[config.mk]
export PLATFORM = sky130hd
export DESIGN_NAME = bus_master
export DESIGN_NICKNAME = d
export VERILOG_FILES = /design/src/rtl/bus_master_pkg.sv /design/src/rtl/bus_master_ack.sv /design/src/rtl/bus_master.sv
export SDC_FILE = /design/constraint.sdc
export NUM_CORES = 1
export LEC_CHECK = 0
export BUFFER_PORTS_ARGS = -buffer_cell sky130_fd_sc_hd__buf_2
export CORE_ASPECT_RATIO = 0.7
export CORE_MARGIN = 5
export CORE_UTILIZATION = 40
export DETAILED_ROUTE_END_ITERATION = 8
export GPL_ROUTABILITY_DRIVEN = 1
export PLACE_DENSITY = 0.78
export SLEW_MARGIN = 20
export SYNTH_ARGS = -nofsm -noshare
export SYNTH_HDL_FRONTEND = slang
export SYNTH_HIERARCHICAL = 1
export SYNTH_SLANG_ARGS = --single-unit
[constraint.sdc]
create_clock -name clk -period 1.8 [get_ports clk]
set_clock_uncertainty 0.15 [all_clocks]
set_input_delay 0.27 -clock clk [delete_from_list [all_inputs] [get_ports clk]]
set_output_delay 0.27 -clock clk [all_outputs]
set_load 0.01 [all_outputs]
[src/rtl/bus_master_pkg.sv]
// Shared types and constants for the bus_master block: FSM state encoding,
// command encodings and the data path width.
package bus_master_pkg;

  localparam int   DATA_W    = 32;
  localparam logic CMD_WRITE = 1'b1;
  localparam logic CMD_READ  = 1'b0;

  typedef enum logic [2:0] {
    IDLE,
    WAIT_ACK,
    WAIT_LOW,
    CAPTURE,
    RELEASE
  } state_e;

endpackage

[src/rtl/bus_master_ack.sv]
// ack_sync: SYNC_STAGES-deep flop chain bringing the asynchronous slave ack into clk.
// Latency SYNC_STAGES cycles; no backpressure.
module ack_sync #(
  parameter int SYNC_STAGES = 2
) (
  input  logic clk,
  input  logic rst,
  input  logic d,
  output logic q
);

  logic [SYNC_STAGES-1:0] sync_q;

  always_ff @(posedge clk or negedge rst) begin
    if (!rst) begin
      sync_q <= '0;
    end else begin
      sync_q[0] <= d;
      for (int i = 1; i < SYNC_STAGES; i++) begin
        sync_q[i] <= sync_q[i-1];
      end
    end
  end

  assign q = sync_q[SYNC_STAGES-1];

endmodule

[src/rtl/bus_master.sv]
// Four-phase request/ack master: one host transfer at a time, host_ready only in IDLE,
// host_done pulses on completion. Define TIMEOUT_EN to abort stalled handshakes with host_err.
module bus_master
  import bus_master_pkg::*;
#(
  parameter int TIMEOUT_CYCLES = 64,
  parameter int SYNC_STAGES    = 2
) (
  input  logic              clk,
  input  logic              rst,
  input  logic              host_valid,
  input  logic              host_cmd,
  input  logic [DATA_W-1:0] host_wdata,
  output logic              host_ready,
  output logic              host_done,
  output logic [DATA_W-1:0] host_rdata,
  output logic              host_err,
  output logic              master_req,
  output logic              master_cmd,
  output logic [DATA_W-1:0] master_wdata,
  input  logic              slave_ack,
  input  logic [DATA_W-1:0] slave_rdata
);

  if (TIMEOUT_CYCLES < 1 || SYNC_STAGES < 1) begin : g_bad_params
    $error("bus_master: TIMEOUT_CYCLES and SYNC_STAGES must be >= 1");
  end

  state_e            state_q;
  logic              ack;
  logic              req_q;
  logic              cmd_q;
  logic              done_q;
  logic [DATA_W-1:0] wdata_q;
  logic [DATA_W-1:0] rdata_q;

  ack_sync #(.SYNC_STAGES(SYNC_STAGES)) u_ack_sync (
    .clk (clk),
    .rst (rst),
    .d   (slave_ack),
    .q   (ack)
  );

`ifdef TIMEOUT_EN
  localparam int CNT_W = $clog2(TIMEOUT_CYCLES + 1);
  logic [CNT_W-1:0] cnt_q;
  logic             err_q;
  logic             timeout;

  // Counter starts at 0 on the first WAIT_ACK cycle, so this is the last waiting cycle.
  assign timeout = (cnt_q == CNT_W'(TIMEOUT_CYCLES - 1));
`endif

  always_ff @(posedge clk or negedge rst) begin
    if (!rst) begin
      state_q <= IDLE;
      req_q   <= 1'b0;
      cmd_q   <= CMD_READ;
      wdata_q <= '0;
      rdata_q <= '0;
      done_q  <= 1'b0;
`ifdef TIMEOUT_EN
      cnt_q   <= '0;
      err_q   <= 1'b0;
`endif
    end else begin
      done_q <= 1'b0;
`ifdef TIMEOUT_EN
      err_q  <= 1'b0;
      cnt_q  <= (state_q == WAIT_ACK || state_q == WAIT_LOW) ? cnt_q + 1'b1 : '0;
`endif
      unique case (state_q)
        IDLE: begin
          if (host_valid) begin
            cmd_q   <= host_cmd;
            wdata_q <= host_wdata;
            req_q   <= 1'b1;
            state_q <= WAIT_ACK;
          end
        end
        WAIT_ACK: begin
          if (ack) state_q <= WAIT_LOW;
        end
        WAIT_LOW: begin
          if (!ack) begin
            if (cmd_q == CMD_WRITE) begin
              req_q   <= 1'b0;
              done_q  <= 1'b1;
              state_q <= RELEASE;
            end else begin
              state_q <= CAPTURE;
            end
          end
        end
        CAPTURE: begin
          rdata_q <= slave_rdata;
          req_q   <= 1'b0;
          done_q  <= 1'b1;
          state_q <= RELEASE;
        end
        RELEASE: state_q <= IDLE;
        default: state_q <= IDLE;
      endcase
`ifdef TIMEOUT_EN
      // Overrides the case above only when the handshake made no progress this cycle.
      if (timeout && ((state_q == WAIT_ACK && !ack) || (state_q == WAIT_LOW && ack))) begin
        req_q   <= 1'b0;
        done_q  <= 1'b1;
        err_q   <= 1'b1;
        state_q <= RELEASE;
      end
`endif
    end
  end

  assign host_ready   = (state_q == IDLE);
  assign host_done    = done_q;
  assign host_rdata   = rdata_q;
  assign master_req   = req_q;
  assign master_cmd   = cmd_q;
  assign master_wdata = wdata_q;
`ifdef TIMEOUT_EN
  assign host_err     = err_q;
`else
  assign host_err     = 1'b0;
`endif

endmodule

==> Word level (Yosys, flattened, before mapping) <==
Index checks and enable logic that the tools add are counted.
{ "classes": {"n_eq_ne": 7, "n_mux": 12, "reduce_logical": 5} }
{ "ops": {"columns": ["op", "n"], "rows": [
  ["$mux 3", 4],
  ["$pmux 3 s4", 1],
  ["$eq 3x2->1 const B", 2],
  ["$ne 2x2->1 const B", 3],
  ["$mux 1", 5],
  ["$reduce_and 4->1", 1],
  ["$eq 3x1->1 const B", 1],
  ["$logic_not 3->1", 1],
  ["$pmux 1 s3", 1],
  ["$reduce_and 3->1", 1],
  ["$reduce_bool 3->1", 1],
  ["$ne 2x1->1 const B", 1],
  ["$pmux 1 s2", 1],
  ["$reduce_and 2->1", 1]
]} }
{ "word_totals": {"word_cells": 31, "register_bits": 72, "inputBits": 69, "out_inout_bits": 69} }

==> Depth between registers and ports, before layout <==
Gate-level depths: netlist of the first run.
{ "logic_depth": {"ltp_word": 3, "depth_mapped": 5, "depth_no_buf": 3} }

==> By module <==
The synthesis of the first run kept the hierarchy.
{ "by_module_without_submodules": {"columns": ["mod", "cells_each", "n_inst", "seq_area_each_um2", "area_per_inst_um2"], "rows": [
  ["bus_master", 162, 1, 1751.7, 2687.6],
  ["ack_sync", 2, 1, 50.0, 50.0]
]} }

==> Worst setup path after synthesis of the first run <==
OpenSTA, ideal clock, no wires.
{ "synth_timing": {"path_type": "register -> register", "startpoint": "register state_q[1]", "endpoint": "register cmd_q (netlist: master_cmd)", "setup_slack_ns": 0.042, "required_time_ns": 1.525, "stages_incl_launch_ff": 5, "setup_ns": 0.125, "path_buffers": 2, "synth_period_minus_slack_ns": 1.758, "arrival_time_ns": 1.483, "path_cell_list": "dfrtp_1 clkbuf_2 nor4b_4 buf_6 mux2_2"} }
{ "synth_between": {"elab_chain_cells": 2} }
{ "synth_lines": {"columns": ["element", "line_no", "source"], "rows": [
  ["from (decl)", "bus_master.sv:29", "state_e state_q;"],
  ["from (signal assigned)", "bus_master.sv:56", "state_q <= IDLE;"],
  ["from (signal assigned)", "bus_master.sv:78", "state_q <= WAIT_ACK;"],
  ["from (signal assigned)", "bus_master.sv:82", "if (ack) state_q <= WAIT_LOW;"],
  ["$logic_not 3->1", "bus_master.sv:72", "unique case (state_q)"],
  ["$reduce_and 2->1 (no line)", null, null],
  ["to (signal assigned)", "bus_master.sv:75", "cmd_q <= host_cmd;"],
  ["to (decl)", "bus_master.sv:32", "logic cmd_q;"]
]} }
Every way passes these cells.
A chain may end at the register's enable or synchronous reset.

==> Final worst setup path of the first run <==
{ "layout_timing": {"startpoint": "register state_q[0]", "endpoint": "output host_ready"} }
{ "layout_between": {"elab_chain_cells": 1} }
{ "layout_lines": {"columns": ["element", "line_no", "source"], "rows": [
  ["$logic_not 3->1", "bus_master.sv:116", "assign host_ready = (state_q == IDLE);"],
  ["to (decl)", "bus_master.sv:14", "output logic host_ready,"]
]} }
Every way passes these cells.

==> results.py, run 1 <==
metrics = {
    "status": {
        "status": "finished, final reports clean",
    },
    "detailed_routing": {
        "vias_per_cell": 4.51,
        "drt_iter0_drc": 40,
        "drt_pass1_iterations": 4,
        "ant_nets": 0,
        "drc": 0,
        "vias": 1898,
        "finalWirelength_mm": 5.96,
        "wl_per_cell_um": 14.2,
    },
    "cts": {
        "postCtsHoldBufs": 9,
        "cts_buffer_depth": 2,
        "cts-root-buf": "clkbuf_8",
        "cts_tree": "built",
        "numCtsBuffers": 9,
        "clk_pin_slew_ns": 0.07,
        "cts.sinks": 72,
        "clock_latency_ns": 0.32,
        "ctsResizeCount": 0,
        "post-cts-setup-buffer-count": 0,
        "cts_max_level": 3,
    },
    "finish": {
        "layoutNonFillerInstCount": 421,
        "drive_above_1_share_pct": 67.9,
        "area.growth.synth_to_final_pct": 41.4,
        "fill_cells": 596,
        "final_nets": 391,
        "utilization_pct": 57.8,
        "num_antenna_cells": 0,
    },
    "worst_setup_path": {
        "cp.arrival_ns": 1.28,
        "critPathRequiredTime_ns": 1.38,
        "critPathMaxFanout": 8,
        "startpoint_type": "register",
        "critPathCaptureType": "output pin",
        "path_class": "reg2out",
    },
    "logic_synthesis": {
        "ys_warn_count": 6,
        "yosys_register_bits": 72,
        "yosysTopAreaCell": "dfrtp_1",
        "synth-adder-area-share_pct": 0,
        "syn_nets": 233,
        "synth_mux_area_share_pct": 26.7,
        "synth_top_family_by_area": "multiplexers",
        "synthXorXnorAreaFrac_pct": 0,
        "syn_area_per_cell_um2": 16.7,
        "ys_top_cells_by_count": "dfrtp_1, mux2_2, buf_4, buf_6",
        "syn_area_um2": 2740,
        "synthSimpleGateAreaFrac_pct": 3.11,
        "yosysTopAreaCellShare_pct": 65.8,
        "synth_area_leaders": "dfrtp_1, mux2_2, buf_6",
        "synth_edf_count": 0,
        "synth_cell_types": 17,
        "synth-compound-area-share_pct": 1.28,
        "postSynth.asyncResetShare_pct": 100,
        "netlist_instances": 164,
        "synth-main-ff-cell": "dfrtp_1",
        "ys_seq_area_share_pct": 65.8,
        "synth.most_common_cell": "dfrtp_1",
    },
    "grt": {
        "grt-ovfl-total": 0,
        "grt_util_met3_pct": 7.31,
        "grt_max_degree": 41,
        "grt_use_met2_pct": 23.0,
        "antenna_found_initial": 0,
        "grt.met1_usage_pct": 17.2,
        "grt_use_total_pct": 14.5,
        "grt_pass1_wl_mm": 9.67,
        "grt_pass1_vias": 2005,
        "gr-max-usage-layer": "met2",
    },
    "pwr": {
        "p_total_uw": 6780,
        "p_leak_uw": 0.00189,
        "vdd_drop_max_mv": 0.840,
        "powerDensity_nw_per_um2": 1750,
    },
    "job": {
        "max-cap-violations": 0,
    },
    "sta": {
        "finalCriticalPeriod_ns": 1.70,
        "hold_viol_final": 0,
        "final-setup-viol-count": 0,
        "maxSlewViolCount": 0,
        "rsz0062_at_grt": "false",
        "max_freq_mhz": 588,
        "fin_tns_setup_ns": 0,
        "final.period_utilization_pct": 94.4,
        "layout_setup_ws_ns": 0.101,
    },
    "floorplanning": {
        "io_pins": 138,
        "die_h_um": 79.2,
        "die-area_um2": 8620,
        "initial_core_util_pct": 40.9,
        "core.rowCount": 25,
        "die_w_um": 109,
        "core_um2": 6690,
    },
    "place": {
        "place_ws_ns": 0.115,
        "dp.cells": 390,
        "gp_congestion": 0.658,
        "dp_hpwl_mm": 4.45,
        "portBuffers": 136,
    },
    "hold_path": {
        "hp-class": "in2reg",
    },
}
[per-layer routing]
metal,up-vias,share of wire (%)
li1,890,-
met1,915,39
met2,88,48
met3,5,12
met4,0,0.77
met5,-,0
[cells in the final DEF, fill, tap and decap left out, drive strengths merged, types with 2 or more instances in the layout]
| cell | netlist | layout |
|---|---|---|
| buf | 8 | 141 |
| clkbuf | 1 | 13 |
| clkinv | 0 | 2 |
| dfrtp | 72 | 72 |
| dlygate4sd3 | 0 | 15 |
| mux2 | 65 | 65 |
| nor2 | 3 | 3 |
| nor2b | 2 | 2 |
| nor3 | 2 | 2 |
| o21a | 3 | 3 |
[report_power, final]
group | switching, uW | total (uW) | internal, uW
clock network | 543 | 1260 | 713
logic | 1220 | 2710 | 1480
registers | 391 | 2820 | 2430
total | 2160 | 6780 | 4620
[path summary, 6_finish.rpt]
check,startpoint,endpoint,slack (ns),cells past startpoint
max,state_q[0],host_ready,0.10,3
min,slave_rdata[15],host_rdata[15],0.02,2
max reg2reg,state_q[1],master_wdata[13],0.11,3
min reg2reg,u_ack_sync/sync_q[0],u_ack_sync/sync_q[1],0.22,0
max in group asynchronous,rst,u_ack_sync/sync_q[1],0.67,3
min in group asynchronous,rst,host_rdata[23],0.28,2
[flip-flops by register name, summed over array words and instances, names as in the netlist]
signal	cells
host_done	1
master_cmd	1
host_rdata	32
master_req	1
state_q	3
u_ack_sync/sync_q	2
master_wdata	32
[critical path, stage by stage, from the launching register on]
cell and delay (ns):
dfrtp_1 0.41, buf_4 0.17, nor3_1 0.20, buf_2 0.18
[cell families (layout without fill, tap and decap cells)]
kind of cell	Yosys count	after routing
flops	72	72
other cells	1	1
compound gates	5	5
buf+inv	9	172
simple gates	12	12
mux	65	65
[metrics by stage]
stage	cell area, um2	hold slack, ns
floorplan	2740	-0.176
global placement	3520	0.0895
detailed placement	3520	0.0931
CTS	3810	0.000232
global route	3870	0.00124
finish	3870	0.0228
[area by class of cell]
type                            instances  area, um2  share of cell area, %
Multi-Input combinational cell         83        856                   22.1
Timing Repair Buffer                  156        896                   23.1
Tap cell                               94        118                   3.04
Clock inverter                          3       40.0                   1.03
Sequential cell                        72       1800                   46.6
Clock buffer                           13        159                   4.11
Power figures use the tool's default switching activity.
==> run 2, diff against run 1 <==
CELL_PAD_IN_SITES_DETAIL_PLACEMENT = 1   (was unset)
CELL_PAD_IN_SITES_GLOBAL_PLACEMENT = 1   (was unset)
CORE_UTILIZATION = 32   (was 40)
PLACE_DENSITY = 0.8   (was 0.78)
==> run 2 against run 1 <==
Effect of this change:
- utilization fell by 11 points
- via count barely moved
- worst hold slack barely moved
- first-iteration DRC count rose by 25%
- die area rose by 22%
- critical path type is now reg2reg
- largest cell class unchanged
- highest routed layer unchanged
==> results.py, run 2 (synthesized netlist as in run 1, its figures left out) <==
metrics = {
    "cts": {
        "clock_latency_ns": 0.33,
        "cts_buffer_depth": 2,
        "cts.sinks": 72,
        "post-cts-setup-buffer-count": 0,
        "numCtsBuffers": 9,
        "cts_tree": "built",
        "clk_pin_slew_ns": 0.06,
        "cts-root-buf": "clkbuf_16",
        "cts_max_level": 3,
    },
    "finish": {
        "layout_commonest_cell": "buf_2",
        "fill_cells": 916,
        "drive_above_1_share_pct": 70.8,
        "mostFrequentLayoutCells": "buf_2, dfrtp_1, mux2_2, clkbuf_16, buf_4",
        "area.growth.synth_to_final_pct": 42.3,
        "final_nets": 379,
        "num_antenna_cells": 0,
        "utilization_pct": 46.3,
    },
    "hold_path": {
        "hp-class": "in2reg",
    },
    "sta": {
        "rsz0062_at_grt": "true",
        "finalCriticalPeriod_ns": 1.72,
        "final-setup-viol-count": 0,
        "layout_setup_ws_ns": 0.0819,
        "max_freq_mhz": 582,
        "maxSlewViolCount": 0,
        "hold_viol_final": 0,
        "final.period_utilization_pct": 95.4,
    },
    "detailed_routing": {
        "vias": 1897,
        "drt_iter0_drc": 50,
        "drt_pass1_iterations": 2,
        "ant_nets": 0,
        "drc": 0,
        "wl_per_cell_um": 15.8,
        "vias_per_cell": 4.52,
        "finalWirelength_mm": 6.64,
    },
    "worst_setup_path": {
        "cpMaxStageDelayCell": "dfrtp_1",
        "cp_top_family": "flip-flops",
        "critPathCaptureType": "register",
        "critical_path_buf_inv_count": 1,
        "path_cells": "nor4b_4 > buf_4 > mux2_2",
        "slowest_delay_ns": 0.47,
        "path_class": "reg2reg",
        "critPathMaxFanout": 18,
        "critPathRequiredTime_ns": 1.86,
        "cp.arrival_ns": 1.78,
        "startpoint_type": "register",
    },
    "place": {
        "gp_congestion": 0.692,
        "portBuffers": 136,
        "dp_hpwl_mm": 5.01,
        "place_ws_ns": 0.0628,
    },
    "floorplanning": {
        "die_h_um": 87.4,
        "core.rowCount": 28,
        "die-area_um2": 10500,
        "initial_core_util_pct": 32.6,
        "core_um2": 8410,
        "io_pins": 138,
        "die_w_um": 121,
    },
    "grt": {
        "grt_max_degree": 43,
        "grt_pass1_vias": 2117,
        "antenna_found_initial": 0,
        "grt_use_total_pct": 13.1,
        "grt-ovfl-total": 0,
        "grt_pass1_wl_mm": 10.6,
    },
    "status": {
        "status": "finished, final reports clean",
    },
    "pwr": {
        "vdd_drop_max_mv": 0.905,
        "p_leak_uw": 0.00190,
        "powerDensity_nw_per_um2": 1930,
    },
    "job": {
        "max-cap-violations": 0,
    },
}
## run 2: cell types whose count changed in the layout (fill, tap and decap cells not counted), sizes merged
cell	previous run	this run
clkinv	2	0
bufinv	1	2
dlygate4sd3	15	2
clkbuf	13	14
buf	141	142
## run 2: area by class of cell
cell class	instances	area (um2)	share of cell area, %
clock inverters	2	60.1	1.54
well taps	105	131	3.37
multi-input cells	83	856	22.0
flip-flops and latches	72	1800	46.2
repair buffers	144	773	19.8
clock buffers	14	274	7.03
## run 2: through the flow
stage | setup TNS (ns) | area [um2] | cells | power (uW) | hold WS [ns]
after detailed placement | 0 | 3540 | 402 | 5660 | -0.0723
after floorplan | 0 | 2740 | 164 | 4470 | -0.176
final | 0 | 3900 | 420 | 7520 | 0.0229
after CTS | 0 | 3900 | 420 | 7690 | 0.00642
after global routing | -0.120 | 3900 | 420 | 8020 | 0.00868
after global placement | 0 | 3540 | 402 | 5510 | -0.0740
## run 2: path summary, 6_finish.rpt
| path | start | endpoint | slack [ns] | depth (start not counted) |
|---|---|---|---|---|
| min in group asynchronous | rst | host_rdata[1] | 0.15 | 2 |
| worst min register to register | u_ack_sync/sync_q[0] | u_ack_sync/sync_q[1] | 0.20 | 0 |
| max in group asynchronous | rst | host_rdata[0] | 0.81 | 3 |
| worst max register to register | state_q[1] | master_wdata[30] | 0.08 | 3 |
| worst max-delay path | state_q[1] | master_wdata[30] | 0.08 | 3 |
| worst min-delay path | slave_rdata[13] | host_rdata[13] | 0.02 | 2 |
## run 2: where the power goes
part | switching [uW] | leakage (uW) | internal, uW
logic | 1250 | 0.000891 | 1470
clock network | 631 | 0.000163 | 1330
registers | 416 | 0.000847 | 2430
total | 2300 | 0.00190 | 5220
## run 2: repair_timing
| item | in CTS | in global routing |
|---|---|---|
| endpoints found under the setup margin | 0 | 16 |
| gates resized for setup | 0 | 0 |
| hold endpoints to repair | 73 | 0 |
| hold buffers | 2 | 0 |
## run 2: routing by layer
metal | wire length (um) | track usage [%] | vias to the layer above
met4 | 87 | 4.94 | 0
met3 | 799 | 7.21 | 9
li1 | - | - | 864
met1 | 2790 | 15.7 | 927
met5 | 0 | 0 | -
met2 | 2960 | 19.8 | 97
